**src/rtl/core_pkg.sv**
```systemverilog
// core_pkg: shared types and constants for the core's AXI4-Lite master path.
//   bus_state_t      - sequencer state encoding
//   AXI_RESP_*       - AXI response codes
//   AXI_PROT_DATA    - protection attribute driven on AW/AR
//   axi_resp_is_err  - true for SLVERR and DECERR
package core_pkg;

   typedef enum logic [2:0] {
      ST_IDLE,
      ST_WR_REQ,
      ST_WR_RESP,
      ST_RD_REQ,
      ST_RD_RESP,
      ST_RESP
   } bus_state_t;

   localparam logic [1:0] AXI_RESP_OKAY   = 2'b00;
   localparam logic [1:0] AXI_RESP_EXOKAY = 2'b01;
   localparam logic [1:0] AXI_RESP_SLVERR = 2'b10;
   localparam logic [1:0] AXI_RESP_DECERR = 2'b11;

   localparam logic [2:0] AXI_PROT_DATA   = 3'b000;

   // SLVERR and DECERR both have the upper bit set; OKAY/EXOKAY do not.
   function automatic logic axi_resp_is_err(input logic [1:0] resp);
      return resp[1];
   endfunction

endpackage

```
**src/rtl/bus_timeout_ctr.sv**
```systemverilog
// bus_timeout_ctr: per-transaction wait counter for axi_lite_bus_ctrl.
// Only instantiated when AXI_TIMEOUT_EN is defined.
//   clk, reset    - clock, async active-low reset
//   i_clr         - restart count (transaction accepted)
//   i_en          - count this cycle (transaction waiting on the slave)
//   o_expired     - this enabled cycle is the LIMIT-th waiting cycle
module bus_timeout_ctr #(
   parameter int unsigned LIMIT = 255
) (
   input  logic clk,
   input  logic reset,
   input  logic i_clr,
   input  logic i_en,
   output logic o_expired
);

   localparam int unsigned W = (LIMIT < 2) ? 1 : $clog2(LIMIT + 1);
   localparam logic [W-1:0] LAST = W'(LIMIT - 1);

   logic [W-1:0] r_count;

   // Expiry is flagged in the cycle the count would reach LIMIT, so the
   // slave gets exactly LIMIT waiting cycles before the sequencer gives up.
   assign o_expired = i_en && (r_count == LAST);

   always_ff @(posedge clk or negedge reset) begin
      if (!reset) begin
         r_count <= '0;
      end else if (i_clr) begin
         r_count <= '0;
      end else if (i_en && !o_expired) begin
         r_count <= r_count + 1'b1;
      end
   end

endmodule

```
**src/rtl/axi_lite_bus_ctrl.sv**
```systemverilog
// axi_lite_bus_ctrl: runs one AXI4-Lite transaction at a time for the core's
// load/store valid/ready requester and returns a one-cycle response pulse.
//   clk, reset                 - clock, async active-low reset
//   req_*                      - requester side (valid/ready, we, addr, wdata, wstrb)
//   rsp_valid/rsp_rdata/rsp_err - response pulse, read data (0 for writes), error
//   m_axi_aw*/w*/b*/ar*/r*     - AXI4-Lite master port
// Optional: AXI_TIMEOUT_EN adds a TIMEOUT_CYCLES wait limit per transaction.
//
// state      | meaning
// -----------+-----------------------------------------------
// ST_IDLE    | ready for a request
// ST_WR_REQ  | AW and W outstanding, each drops after its own handshake
// ST_WR_RESP | waiting for B
// ST_RD_REQ  | AR outstanding
// ST_RD_RESP | waiting for R
// ST_RESP    | one-cycle response pulse to the requester
module axi_lite_bus_ctrl
   import core_pkg::*;
#(
   parameter int unsigned TIMEOUT_CYCLES = 255
) (
   input  logic        clk,
   input  logic        reset,
   input  logic        req_valid,
   output logic        req_ready,
   input  logic        req_we,
   input  logic [31:0] req_addr,
   input  logic [31:0] req_wdata,
   input  logic [3:0]  req_wstrb,
   output logic        rsp_valid,
   output logic [31:0] rsp_rdata,
   output logic        rsp_err,
   output logic        m_axi_awvalid,
   input  logic        m_axi_awready,
   output logic [31:0] m_axi_awaddr,
   output logic [2:0]  m_axi_awprot,
   output logic        m_axi_wvalid,
   input  logic        m_axi_wready,
   output logic [31:0] m_axi_wdata,
   output logic [3:0]  m_axi_wstrb,
   input  logic        m_axi_bvalid,
   output logic        m_axi_bready,
   input  logic [1:0]  m_axi_bresp,
   output logic        m_axi_arvalid,
   input  logic        m_axi_arready,
   output logic [31:0] m_axi_araddr,
   output logic [2:0]  m_axi_arprot,
   input  logic        m_axi_rvalid,
   output logic        m_axi_rready,
   input  logic [31:0] m_axi_rdata,
   input  logic [1:0]  m_axi_rresp
);

   bus_state_t  r_state;
   bus_state_t  w_state_nxt;
   logic        r_aw_done;
   logic        r_w_done;
   logic [31:0] r_addr;
   logic [31:0] r_wdata;
   logic [3:0]  r_wstrb;
   logic [31:0] r_rdata;
   logic        r_err;

   logic        w_accept;
   logic        w_aw_hs;
   logic        w_w_hs;
   logic        w_timeout;

   assign w_accept = (r_state == ST_IDLE) && req_valid;
   assign w_aw_hs  = m_axi_awvalid && m_axi_awready;
   assign w_w_hs   = m_axi_wvalid && m_axi_wready;

`ifdef AXI_TIMEOUT_EN
   logic w_waiting;
   assign w_waiting = (r_state != ST_IDLE) && (r_state != ST_RESP);

   bus_timeout_ctr #(
      .LIMIT     (TIMEOUT_CYCLES)
   ) u_timeout (
      .clk       (clk),
      .reset     (reset),
      .i_clr     (w_accept),
      .i_en      (w_waiting),
      .o_expired (w_timeout)
   );
`else
   localparam int unsigned TIMEOUT_UNUSED = TIMEOUT_CYCLES;
   assign w_timeout = 1'b0;
`endif

   // Handshake-facing outputs decode straight from state so an async reset
   // drops them in the same instant.
   assign req_ready     = (r_state == ST_IDLE);
   assign m_axi_awvalid = (r_state == ST_WR_REQ) && !r_aw_done;
   assign m_axi_wvalid  = (r_state == ST_WR_REQ) && !r_w_done;
   assign m_axi_bready  = (r_state == ST_WR_RESP);
   assign m_axi_arvalid = (r_state == ST_RD_REQ);
   assign m_axi_rready  = (r_state == ST_RD_RESP);
   assign rsp_valid     = (r_state == ST_RESP);

   // One address register serves both AW and AR; only one channel is live.
   assign m_axi_awaddr  = r_addr;
   assign m_axi_araddr  = r_addr;
   assign m_axi_wdata   = r_wdata;
   assign m_axi_wstrb   = r_wstrb;
   assign m_axi_awprot  = AXI_PROT_DATA;
   assign m_axi_arprot  = AXI_PROT_DATA;
   assign rsp_rdata     = r_rdata;
   assign rsp_err       = r_err;

   always_ff @(posedge clk or negedge reset) begin
      if (!reset) begin
         r_state <= ST_IDLE;
      end else begin
         r_state <= w_state_nxt;
      end
   end

   always_comb begin
      w_state_nxt = r_state;
      case (r_state)
         ST_IDLE: begin
            if (req_valid) begin
               w_state_nxt = req_we ? ST_WR_REQ : ST_RD_REQ;
            end
         end
         ST_WR_REQ: begin
            if ((r_aw_done || w_aw_hs) && (r_w_done || w_w_hs)) begin
               w_state_nxt = ST_WR_RESP;
            end
         end
         ST_WR_RESP: begin
            if (m_axi_bvalid) begin
               w_state_nxt = ST_RESP;
            end
         end
         ST_RD_REQ: begin
            if (m_axi_arready) begin
               w_state_nxt = ST_RD_RESP;
            end
         end
         ST_RD_RESP: begin
            if (m_axi_rvalid) begin
               w_state_nxt = ST_RESP;
            end
         end
         ST_RESP: begin
            w_state_nxt = ST_IDLE;
         end
         default: begin
            w_state_nxt = ST_IDLE;
         end
      endcase
      // Giving up on an absent slave overrides any pending handshake.
      if (w_timeout) begin
         w_state_nxt = ST_RESP;
      end
   end

   always_ff @(posedge clk or negedge reset) begin
      if (!reset) begin
         r_aw_done <= 1'b0;
         r_w_done  <= 1'b0;
         r_addr    <= '0;
         r_wdata   <= '0;
         r_wstrb   <= '0;
         r_rdata   <= '0;
         r_err     <= 1'b0;
      end else begin
         if (w_accept) begin
            r_addr    <= req_addr;
            r_wdata   <= req_wdata;
            r_wstrb   <= req_wstrb;
            r_rdata   <= '0;
            r_err     <= 1'b0;
            r_aw_done <= 1'b0;
            r_w_done  <= 1'b0;
         end
         if (w_aw_hs) begin
            r_aw_done <= 1'b1;
         end
         if (w_w_hs) begin
            r_w_done <= 1'b1;
         end
         if ((r_state == ST_WR_RESP) && m_axi_bvalid) begin
            r_err <= axi_resp_is_err(m_axi_bresp);
         end
         if ((r_state == ST_RD_RESP) && m_axi_rvalid) begin
            r_rdata <= m_axi_rdata;
            r_err   <= axi_resp_is_err(m_axi_rresp);
         end
         if (w_timeout) begin
            r_rdata   <= '0;
            r_err     <= 1'b1;
            r_aw_done <= 1'b0;
            r_w_done  <= 1'b0;
         end
      end
   end

endmodule

```
**config.mk**
```make
export PLATFORM = sky130hd
export DESIGN_NAME = axi_lite_bus_ctrl
export DESIGN_NICKNAME = d
export VERILOG_FILES = /design/src/rtl/core_pkg.sv /design/src/rtl/bus_timeout_ctr.sv /design/src/rtl/axi_lite_bus_ctrl.sv
export SDC_FILE = /design/constraint.sdc
export NUM_CORES = 1
export LEC_CHECK = 0
export BUFFER_PORTS_ARGS = -buffer_cell sky130_fd_sc_hd__buf_2
export CAP_MARGIN = 30
export CORE_MARGIN = 2
export CORE_UTILIZATION = 48
export DETAILED_ROUTE_END_ITERATION = 6
export MAX_ROUTING_LAYER = met4
export PLACE_DENSITY = 0.86
export SYNTH_ARGS = -nofsm -noshare
export SYNTH_HDL_FRONTEND = slang
export SYNTH_SLANG_ARGS = --single-unit
```
**constraint.sdc**
```tcl
create_clock -name clk -period 4.4 [get_ports clk]
set_input_delay 0.22 -clock clk [delete_from_list [all_inputs] [get_ports clk]]
set_output_delay 0.22 -clock clk [all_outputs]
set_load 0.05 [all_outputs]
```
==> results of run 1 <==
==> final timing paths <==
kind                                  from          endpoint  slack [ns]  depth (start not counted)
max                             r_state[1]  m_axi_araddr[10]        1.82                          3
min                         m_axi_rdata[4]      rsp_rdata[4]        0.05                          3
min in group asynchronous            reset  m_axi_araddr[23]        0.41                          2
max reg2reg                     r_state[1]  m_axi_araddr[10]        1.82                          3
max in group asynchronous            reset   m_axi_wdata[16]        2.83                          3
min reg2reg                m_axi_wdata[26]   m_axi_wdata[26]        0.52                          1
==> final cells by class <==
class,count,area share (%)
timing repair buffer,255,21.7
tap,133,2.79
multi-input combinational,208,27.6
sequential,106,44.5
clock buffer,11,2.37
inverter,2,0.126
clock inverter,5,0.903
==> cell usage in the layout (no fill, tap or decap), drive strengths merged, types with 2 or more instances in the layout <==
master | Yosys | layout
nor4bb | 2 | 2
nor4 | 2 | 2
buf | 52 | 254
mux2 | 69 | 69
nor4b | 2 | 2
mux2i | 2 | 2
nand2 | 68 | 68
clkbuf | 9 | 11
nor2 | 3 | 3
dfrtp | 106 | 106
nor3 | 3 | 3
nor3b | 3 | 3
conb | 1 | 6
clkinv | 0 | 4
inv | 2 | 2
o21ai | 36 | 36
o31ai | 2 | 2
==> layer usage <==
metal / global-route usage (%) / up-vias / part of all wire [%]
met1: 24.5 / 1669 / 40
met3: 4.34 / 13 / 7.0
met5: - / - / 0
li1: - / 1628 / -
met4: 6.58 / 0 / 1.4
met2: 33.4 / 142 / 51
==> sequential cells by signal (all words and copies together) (netlist names) <==
register      count
m_axi_araddr     32
r_w_done          1
m_axi_wdata      32
r_aw_done         1
r_state           3
rsp_rdata        32
rsp_err           1
m_axi_wstrb       4
==> per-stage QoR <==
stage / util (%) / area (um^2) / setup slack (ns)
detailed placement: 59.7 / 5750 / 1.88
global route: 61.8 / 5960 / 1.67
floorplan: - / 4710 / 2.10
finish: 61.8 / 5960 / 1.82
CTS: 61.8 / 5960 / 1.85
global placement: 59.7 / 5750 / 1.96
==> cells by family after synthesis <==
kind of cell           count (synthesis)
multiplexers                          71
buffers and inverters                 63
AO/OA/AOI/OAI                         43
other                                  1
AND/OR/NAND/NOR                       88
flip-flops                           106
==> critical path, stage by stage (launching register included) <==
cell     delay (ns)
dfrtp_1        0.78
or4b_4         0.59
buf_4          0.62
mux2_2         0.41
==> timing repair <==
action                     CTS  global route
setup endpoints to repair    0             0
setup buffers                0             0
hold buffers                 1             0
hold endpoints to repair    52             0
==> impl_metrics.csv, run 1 <==
group,metric,value,unit
status,outcome,"complete, no violations",
clock_tree,cts_buffer_depth,2,
synthesis,synth_compound_area_share,5.06,%
synthesis,synth_area,4700,um^2
synthesis,synthXorXnorAreaFrac,0,%
die,die_y,103,um
place,dp.final_hpwl,7980,um
cells_and_area,fin_cells,720,
sta,rsz0062_at_grt,"no",
clock_tree,htree_levels,3,
routing,drtIter0Drc,90,
place,gp_congestion,0.794,
routing,via_per_inst,4.79,
synthesis,synthTopCellsByCount,"106 x dfrtp_1, 68 x nand2_1, 46 x mux2_4",
synthesis,synth_ff_type,"dfrtp_1",
cells_and_area,seqCellArea,2650,um^2
synthesis,synthTopCellsByArea,"dfrtp_1 56%, mux2_4 15%, buf_4 6.1%, mux2_2 5.5%, nand2_1 5.4%",
cells_and_area,synthToLayoutAreaGrowth,26.9,%
sta,slew_viol_final,0,
place,placedCellCount,703,
synthesis,synth_enable_flop_cells,0,
sta,finalClockSkew,0.00955,ns
global_route,grt_usage,20.1,%
sta,worst_pin_slew,0.668,ns
routing,drtPass1Iterations,4,
place,port_buffers,250,
synthesis,synth_simple_gate_area_share,8.47,%
cells_and_area,nets,695,
clock_tree,cts_resized,0,
routing,wl,10800,um
worst_setup_path,cp-end-kind,"flip-flop",
synthesis,synth.most_common_cell,"dfrtp_1",
synthesis,async_reset_ff_share,100,%
worst_setup_path,crit_type,"reg -> reg",
synthesis,synth.distinct_cells,29,
synthesis,ys_ff_latch,106,
global_route,first_global_vias,3280,
synthesis,yosysTopAreaCell,"dfrtp_1",
sta,period_minus_slack,2.58,ns
synthesis,syn_inst,372,
die,fp.dieW,103,um
clock_tree,cts_tree,"built",
routing,wl_per_cell,15.0,um
synthesis,postSynthAreaPerCell,12.6,um^2
global_route,gr-total-overflow,0,
routing,drc,0,
sta,hold_violations,0,
sta,max_freq,388,MHz
sta,setup_tns,0,ns
synthesis,synth_top_family_by_area,"multiplexers",
clock_tree,insertion_delay,0.37,ns
synthesis,synthMuxAreaShare,20.7,%
synthesis,synth-warning-count,0,
clock_tree,root_buffer,"clkbuf_8",
die,ios,259,
sta,hold_slack,0.0533,ns
die,dieArea,10600,um^2
cells_and_area,n_fill_cell,790,
clock_tree,cts_made_buffers,9,
synthesis,yosysSeqAreaShare,56.5,%
routing,postRouteAntennaNets,0,
clock_tree,clkTransAtPathRegs,0.10,ns
die,placementRows,36,
routing,vias,3452,
hold_path,hold_path.class,"in -> reg",
cells_and_area,drive_gt1_share,58.3,%
worst_setup_path,critPathRequiredTime,4.64,ns
synthesis,synth_top_cell_area_share,56.5,%
global_route,grt_max_degree,66,
worst_setup_path,worst_ep_arrival_time,2.82,ns
synthesis,synthAdderAreaFrac,0,%
worst_setup_path,cp_max_fo,43,
sta,slew_headroom,55.4,%
global_route,antenna_found_initial,0,
run,drv_cap,0,
sta,fin_crit_sh,58.6,%
cells_and_area,multi_input_area,1640,um^2
die,initial_core_util,48.7,%
cells_and_area,antenna-diode-count,0,
worst_setup_path,critPathLaunchType,"flip-flop",
global_route,grt_pass1_wl,16000,um
sta,setup_viol,0,
die,fp.coreArea,9640,um^2
clock_tree,clock-sinks,106,
Power of run 1 is left out: the tool's default activity adds up to more than one toggle a clock period on the data nets, which glitch-free logic cannot reach.
==> run 2: changes to the inputs <==
--- a/config.mk
+++ b/config.mk
@@ -5,13 +5,14 @@
 export SDC_FILE = /design/constraint.sdc
 export NUM_CORES = 1
 export LEC_CHECK = 0
+export ABC_AREA = 1
 export BUFFER_PORTS_ARGS = -buffer_cell sky130_fd_sc_hd__buf_2
 export CAP_MARGIN = 30
 export CORE_MARGIN = 2
-export CORE_UTILIZATION = 48
+export CORE_UTILIZATION = 44
 export DETAILED_ROUTE_END_ITERATION = 6
 export MAX_ROUTING_LAYER = met4
-export PLACE_DENSITY = 0.86
+export PLACE_DENSITY = 0.8
 export SYNTH_ARGS = -nofsm -noshare
 export SYNTH_HDL_FRONTEND = slang
 export SYNTH_SLANG_ARGS = --single-unit
==> constraint.sdc (replaced) <==
create_clock -name clk -period 2.7 [get_ports clk]
set_input_delay 0.135 -clock clk [delete_from_list [all_inputs] [get_ports clk]]
set_output_delay 0.135 -clock clk [all_outputs]
set_load 0.05 [all_outputs]
==> run 2 against run 1 <==
Net effect:
- first-iteration DRC count rose to 3.6 times the previous value
- flip-flop and latch count stayed put
- synthesized area decreased by 3.5%
- register-to-register slack worse by 1.3 ns
- setup slack worse by 1.3 ns
- wire length increased by 26%
- count of clock-buffer cells in the layout decreased by 1
- global-route usage is 5.1 points higher
- worst hold slack got worse by 0.043 ns
- design area up 15%
- final cell count grew 36%
- critical endpoint is now rsp_err
==> impl_metrics.csv, run 2 <==
group,metric,value,unit
synthesis,synthTopCellsByCount,"289 x nand2_1, 106 x dfrtp_1, 44 x buf_4",
run,drv_cap,0,
global_route,gr-total-overflow,0,
cells_and_area,drive_gt1_share,33.0,%
synthesis,synth_ff_type,"dfrtp_1",
sta,fin_crit_sh,79.5,%
sta,rsz0062_at_grt,"no",
worst_setup_path,cp_slowest_cell,"dlygate4sd3_1",
clock_tree,insertion_delay,0.36,ns
routing,vias,4588,
die,dieArea,11100,um^2
worst_setup_path,critPathRequiredTime,2.99,ns
synthesis,async_reset_ff_share,100,%
sta,period_minus_slack,2.15,ns
synthesis,synth_enable_flop_cells,0,
worst_setup_path,crit_type,"reg -> reg",
sta,hold_violations,0,
synthesis,synth.distinct_cells,17,
worst_setup_path,path_cells,"nor2_1, nand2_1, nor2_4, inv_2, nand2_1, nor2_1, nand2_1, nand3_1, dlygate4sd3_1",
synthesis,synthMuxAreaShare,0,%
clock_tree,cts_hold_buf,102,
synthesis,synthAdderAreaFrac,0,%
global_route,grt_max_degree,54,
synthesis,synth-warning-count,0,
global_route,antenna_found_initial,0,
cells_and_area,nets,956,
routing,wl_per_cell,13.9,um
routing,drc,0,
synthesis,syn_inst,529,
routing,drtPass1Iterations,5,
sta,slew_headroom,60.7,%
synthesis,yosysSeqAreaShare,58.5,%
worst_setup_path,cp_slowest_stage_delay,0.55,ns
synthesis,yosysTopAreaCell,"dfrtp_1",
synthesis,synth_top_family_by_area,"simple AND/OR/NAND/NOR gates",
clock_tree,cts_resized,0,
sta,slew_viol_final,0,
cells_and_area,post-route-util,67.4,%
sta,setup_viol,0,
die,ios,259,
die,die_y,105,um
clock_tree,cts_buffer_depth,2,
cells_and_area,final_common_cell,"nand2_1",
routing,postRouteAntennaNets,0,
clock_tree,root_buffer,"clkbuf_8",
die,initial_core_util,44.7,%
sta,worst_pin_slew,0.590,ns
place,dp.final_hpwl,7940,um
worst_setup_path,worst_ep_arrival_time,2.44,ns
worst_setup_path,cp_max_fo,33,
clock_tree,clock-sinks,106,
die,placementRows,37,
cells_and_area,antenna-diode-count,0,
die,fp.coreArea,10100,um^2
global_route,first_global_vias,4571,
routing,drtIter0Drc,327,
synthesis,postSynthAreaPerCell,8.56,um^2
clock_tree,cts_tree,"built",
place,port_buffers,250,
worst_setup_path,cp-end-kind,"flip-flop",
sta,max_freq,466,MHz
cells_and_area,final_cell_mix,"289 x nand2_1, 249 x buf_2, 106 x dfrtp_1",
clock_tree,clkTransAtPathRegs,0.10,ns
global_route,grt_pass1_wl,21800,um
die,fp.dieW,105,um
sta,setup_tns,0,ns
worst_setup_path,rrSetupSlack,0.55,ns
global_route,grt_usage,25.2,%
status,outcome,"complete, no violations",
routing,wl,13600,um
synthesis,synth_simple_gate_area_share,30.1,%
synthesis,synth_top_cell_area_share,58.5,%
hold_path,hold_path.class,"in -> reg",
sta,finalClockSkew,0.0223,ns
synthesis,synthXorXnorAreaFrac,0,%
synthesis,synthTopCellsByArea,"dfrtp_1 59%, nand2_1 24%, buf_4 7.3%, nand3_1 4.1%, buf_2 1.5%",
clock_tree,post_cts_buffers,0,
worst_setup_path,critPathLaunchType,"flip-flop",
clock_tree,cts_made_buffers,9,
cells_and_area,synthToLayoutAreaGrowth,50.8,%
clock_tree,htree_levels,3,
synthesis,synth_area,4530,um^2
synthesis,ys_ff_latch,106,
routing,via_per_inst,4.67,
synthesis,synth_compound_area_share,0.331,%
place,gp_congestion,0.801,
worst_setup_path,crit_top_cell,"nand2_1",
synthesis,synth.most_common_cell,"nand2_1",
run 2: cell families (layout without fill, tap and decap cells):
kind of cell,count (synthesis),in the layout
flops,106,106
compound gates,3,3
buf+inv,75,387
simple gates,344,344
other cells,1,6
run 2: worst max-delay path: cells and delay by family, from the launching register on:
kind | cells | cell delay [ns]
flops | 1 | 0.49
simple gates | 7 | 0.65
buf+inv | 2 | 0.94
run 2: stage by stage:
stage / hold slack [ns] / cells / instance area [um^2] / setup slack, ns
finish: 0.0105 / 982 / 6830 / 0.553
global route: 0.00502 / 982 / 6830 / 0.377
CTS: 0.00354 / 982 / 6830 / 0.559
detailed placement: 0.178 / 866 / 5620 / 0.904
global placement: 0.172 / 866 / 5620 / 0.898
floorplan: -0.161 / 534 / 4550 / 0.863
run 2: cell type report:
class,instances,area (um^2)
fillers,768,3310
flip-flops and latches,106,2650
repair buffers,360,2360
multi-input cells,353,1410
well taps,136,170
clock buffers,10,138
clock inverters,4,53.8
inverters,13,48.8
run 2: layer usage:
layer | global-route usage, % | up-vias | share of wire [%]
li1 | - | 2187 | -
met1 | 29.7 | 2117 | 40
met2 | 42.6 | 259 | 50
met3 | 5.69 | 25 | 8.7
met4 | 8.38 | 0 | 2.0
met5 | - | - | 0
run 2: worst paths after layout:
path                              endpoint  depth (start not counted)            start
hold / removal               rsp_rdata[14]                          3  m_axi_rdata[14]
max in group asynchronous   m_axi_wstrb[1]                          3            reset
setup reg to reg                   rsp_err                          9       r_state[0]
min in group asynchronous    rsp_rdata[28]                          2            reset
setup / recovery                   rsp_err                          9       r_state[0]
hold reg to reg            m_axi_wdata[17]                          2  m_axi_wdata[17]
Power of run 2 is left out for the same reason.
==> run 3: changes to the inputs <==
--- a/config.mk
+++ b/config.mk
@@ -5,14 +5,14 @@
 export SDC_FILE = /design/constraint.sdc
 export NUM_CORES = 1
 export LEC_CHECK = 0
-export ABC_AREA = 1
+export ABC_AREA = 0
 export BUFFER_PORTS_ARGS = -buffer_cell sky130_fd_sc_hd__buf_2
 export CAP_MARGIN = 30
 export CORE_MARGIN = 2
-export CORE_UTILIZATION = 44
+export CORE_UTILIZATION = 45
 export DETAILED_ROUTE_END_ITERATION = 6
 export MAX_ROUTING_LAYER = met4
-export PLACE_DENSITY = 0.8
+export PLACE_DENSITY = 0.81
 export SYNTH_ARGS = -nofsm -noshare
 export SYNTH_HDL_FRONTEND = slang
 export SYNTH_SLANG_ARGS = --single-unit
==> constraint.sdc (replaced) <==
create_clock -name clk -period 2.1 [get_ports clk]
set_input_delay 0.105 -clock clk [delete_from_list [all_inputs] [get_ports clk]]
set_output_delay 0.105 -clock clk [all_outputs]
set_load 0.05 [all_outputs]
==> run 3 against run 2 <==
Net effect:
- global-route usage down 0.54 points
- setup slack lost 0.40 ns
- first-iteration DRC count is 38% lower
- utilization grew 2.0 points
- non-clock buffer count grew 3
- clock skew fell by 0.0079 ns
- die area is 1.3% higher
- flip-flop and latch count is the same
- critical endpoint is now m_axi_awvalid
- register-to-register slack lost 0.25 ns
- largest cell class unchanged
- critical path type is now reg -> out
==> impl_metrics.csv, run 3 (same netlist as run 1, synthesis figures left out) <==
group,metric,value,unit
routing,via_per_inst,4.84,
global_route,gr-total-overflow,0,
die,fp.dieW,106,um
routing,postRouteAntennaNets,0,
sta,slew_headroom,58.4,%
routing,wl_met1,5110,um
routing,drtPass1Iterations,4,
clock_tree,clkTransAtPathRegs,0.09,ns
global_route,first_global_vias,4135,
sta,finalClockSkew,0.0144,ns
status,outcome,"complete, no violations",
sta,hold_violations,0,
cells_and_area,antenna-diode-count,0,
cells_and_area,post-route-util,69.3,%
clock_tree,clock-sinks,106,
cells_and_area,final_cell_mix,"249 x buf_2, 106 x dfrtp_1, 104 x dlygate4sd3_1",
die,fp.coreArea,10200,um^2
routing,highest_layer,"met4",
clock_tree,cts_resized,0,
die,die_y,106,um
worst_setup_path,cp-end-kind,"output pin",
global_route,grt_max_degree,60,
die,placementRows,37,
clock_tree,post_cts_buffers,0,
clock_tree,cts_buffer_depth,2,
clock_tree,htree_levels,3,
routing,drtIter0Drc,204,
run,drv_cap,0,
worst_setup_path,cp_max_fo,18,
sta,setup_viol,0,
routing,wl_met3,819,um
sta,fin_crit_sh,92.9,%
sta,max_freq,512,MHz
worst_setup_path,crit_type,"reg -> out",
global_route,antenna_found_initial,0,
global_route,grt_usage,24.6,%
cells_and_area,final_common_cell,"buf_2",
sta,rsz0062_at_grt,"no",
worst_setup_path,r2r_cells,3,
clock_tree,cts_made_buffers,9,
hold_path,hold_path.class,"in -> reg",
sta,setup_tns,0,ns
die,dieArea,11300,um^2
sta,slew_viol_final,0,
clock_tree,cts_tree,"built",
worst_setup_path,worst_ep_arrival_time,1.85,ns
sta,hold_slack,0.0201,ns
die,initial_core_util,45.9,%
place,gp_congestion,0.772,
routing,vias,4025,
place,port_buffers,250,
cells_and_area,synthToLayoutAreaGrowth,51.1,%
global_route,grt_pass1_wl,21000,um
clock_tree,root_buffer,"clkbuf_8",
die,ios,259,
routing,wl_met2,7200,um
clock_tree,insertion_delay,0.36,ns
place,dp.final_hpwl,7880,um
routing,drc,0,
routing,wl_per_cell,16.3,um
sta,worst_pin_slew,0.623,ns
cells_and_area,drive_gt1_share,50.2,%
routing,wl,13500,um
hold_path,whs_path_depth,3,
cells_and_area,nets,803,
worst_setup_path,critPathLaunchType,"flip-flop",
sta,period_minus_slack,1.95,ns
worst_setup_path,critPathRequiredTime,2.00,ns
-- run 3: changes by cell type in the layout (fill, tap and decap cells not counted), sizes merged, moves of 3 or more --
cell	previous run	this run
nor2	14	3
nor3	0	3
mux2	0	69
inv	13	3
nand2	290	68
nand3	37	0
o21ai	1	36
nor3b	0	3
-- run 3: worst max-delay path, stage by stage (launching register included) --
cell and delay, ns:
dfrtp_1 0.36, buf_4 0.24, or3b_2 0.50, nor2_1 0.11
buf_2 0.28
-- run 3: final timing paths --
path                                      start  slack (ns)         endpoint
worst max-delay path                 r_state[0]        0.15    m_axi_awvalid
worst min-delay path              m_axi_awready        0.02        r_aw_done
worst max register to register       r_state[2]        0.30  m_axi_wdata[11]
worst min register to register  m_axi_wdata[29]        0.52  m_axi_wdata[29]
max in group asynchronous                 reset        1.11    rsp_rdata[18]
min in group asynchronous                 reset        0.30  m_axi_wdata[10]
-- run 3: layer usage --
metal | track usage, % | vias up
met2 | 43.2 | 202
met3 | 3.92 | 33
met5 | - | -
met4 | 10.2 | 0
li1 | - | 1855
met1 | 28.0 | 1935
-- run 3: repair_timing --
action,in CTS,in global routing
endpoints found under the setup margin,0,0
endpoints found under the hold margin,147,0
hold buffers,104,0
-- run 3: metrics by stage --
step	cell area, um^2	setup slack (ns)	instances
2_1_floorplan	4730	0.116	377
3_3_place_gp	5830	0.369	711
3_5_place_dp	5830	0.306	711
4_1_cts	7090	0.125	831
5_1_grt	7090	0.0690	831
6_report	7090	0.148	831
-- run 3: final cells by class --
| class | count | area (um^2) |
|---|---|---|
| Clock buffer | 12 | 145 |
| Clock inverter | 4 | 73.8 |
| Fill cell | 704 | 3140 |
| Inverter | 2 | 7.51 |
| Multi-Input combinational cell | 208 | 1660 |
| Sequential cell | 106 | 2650 |
| Tap cell | 136 | 170 |
| Timing Repair Buffer | 363 | 2390 |
Power of run 3 is left out for the same reason.
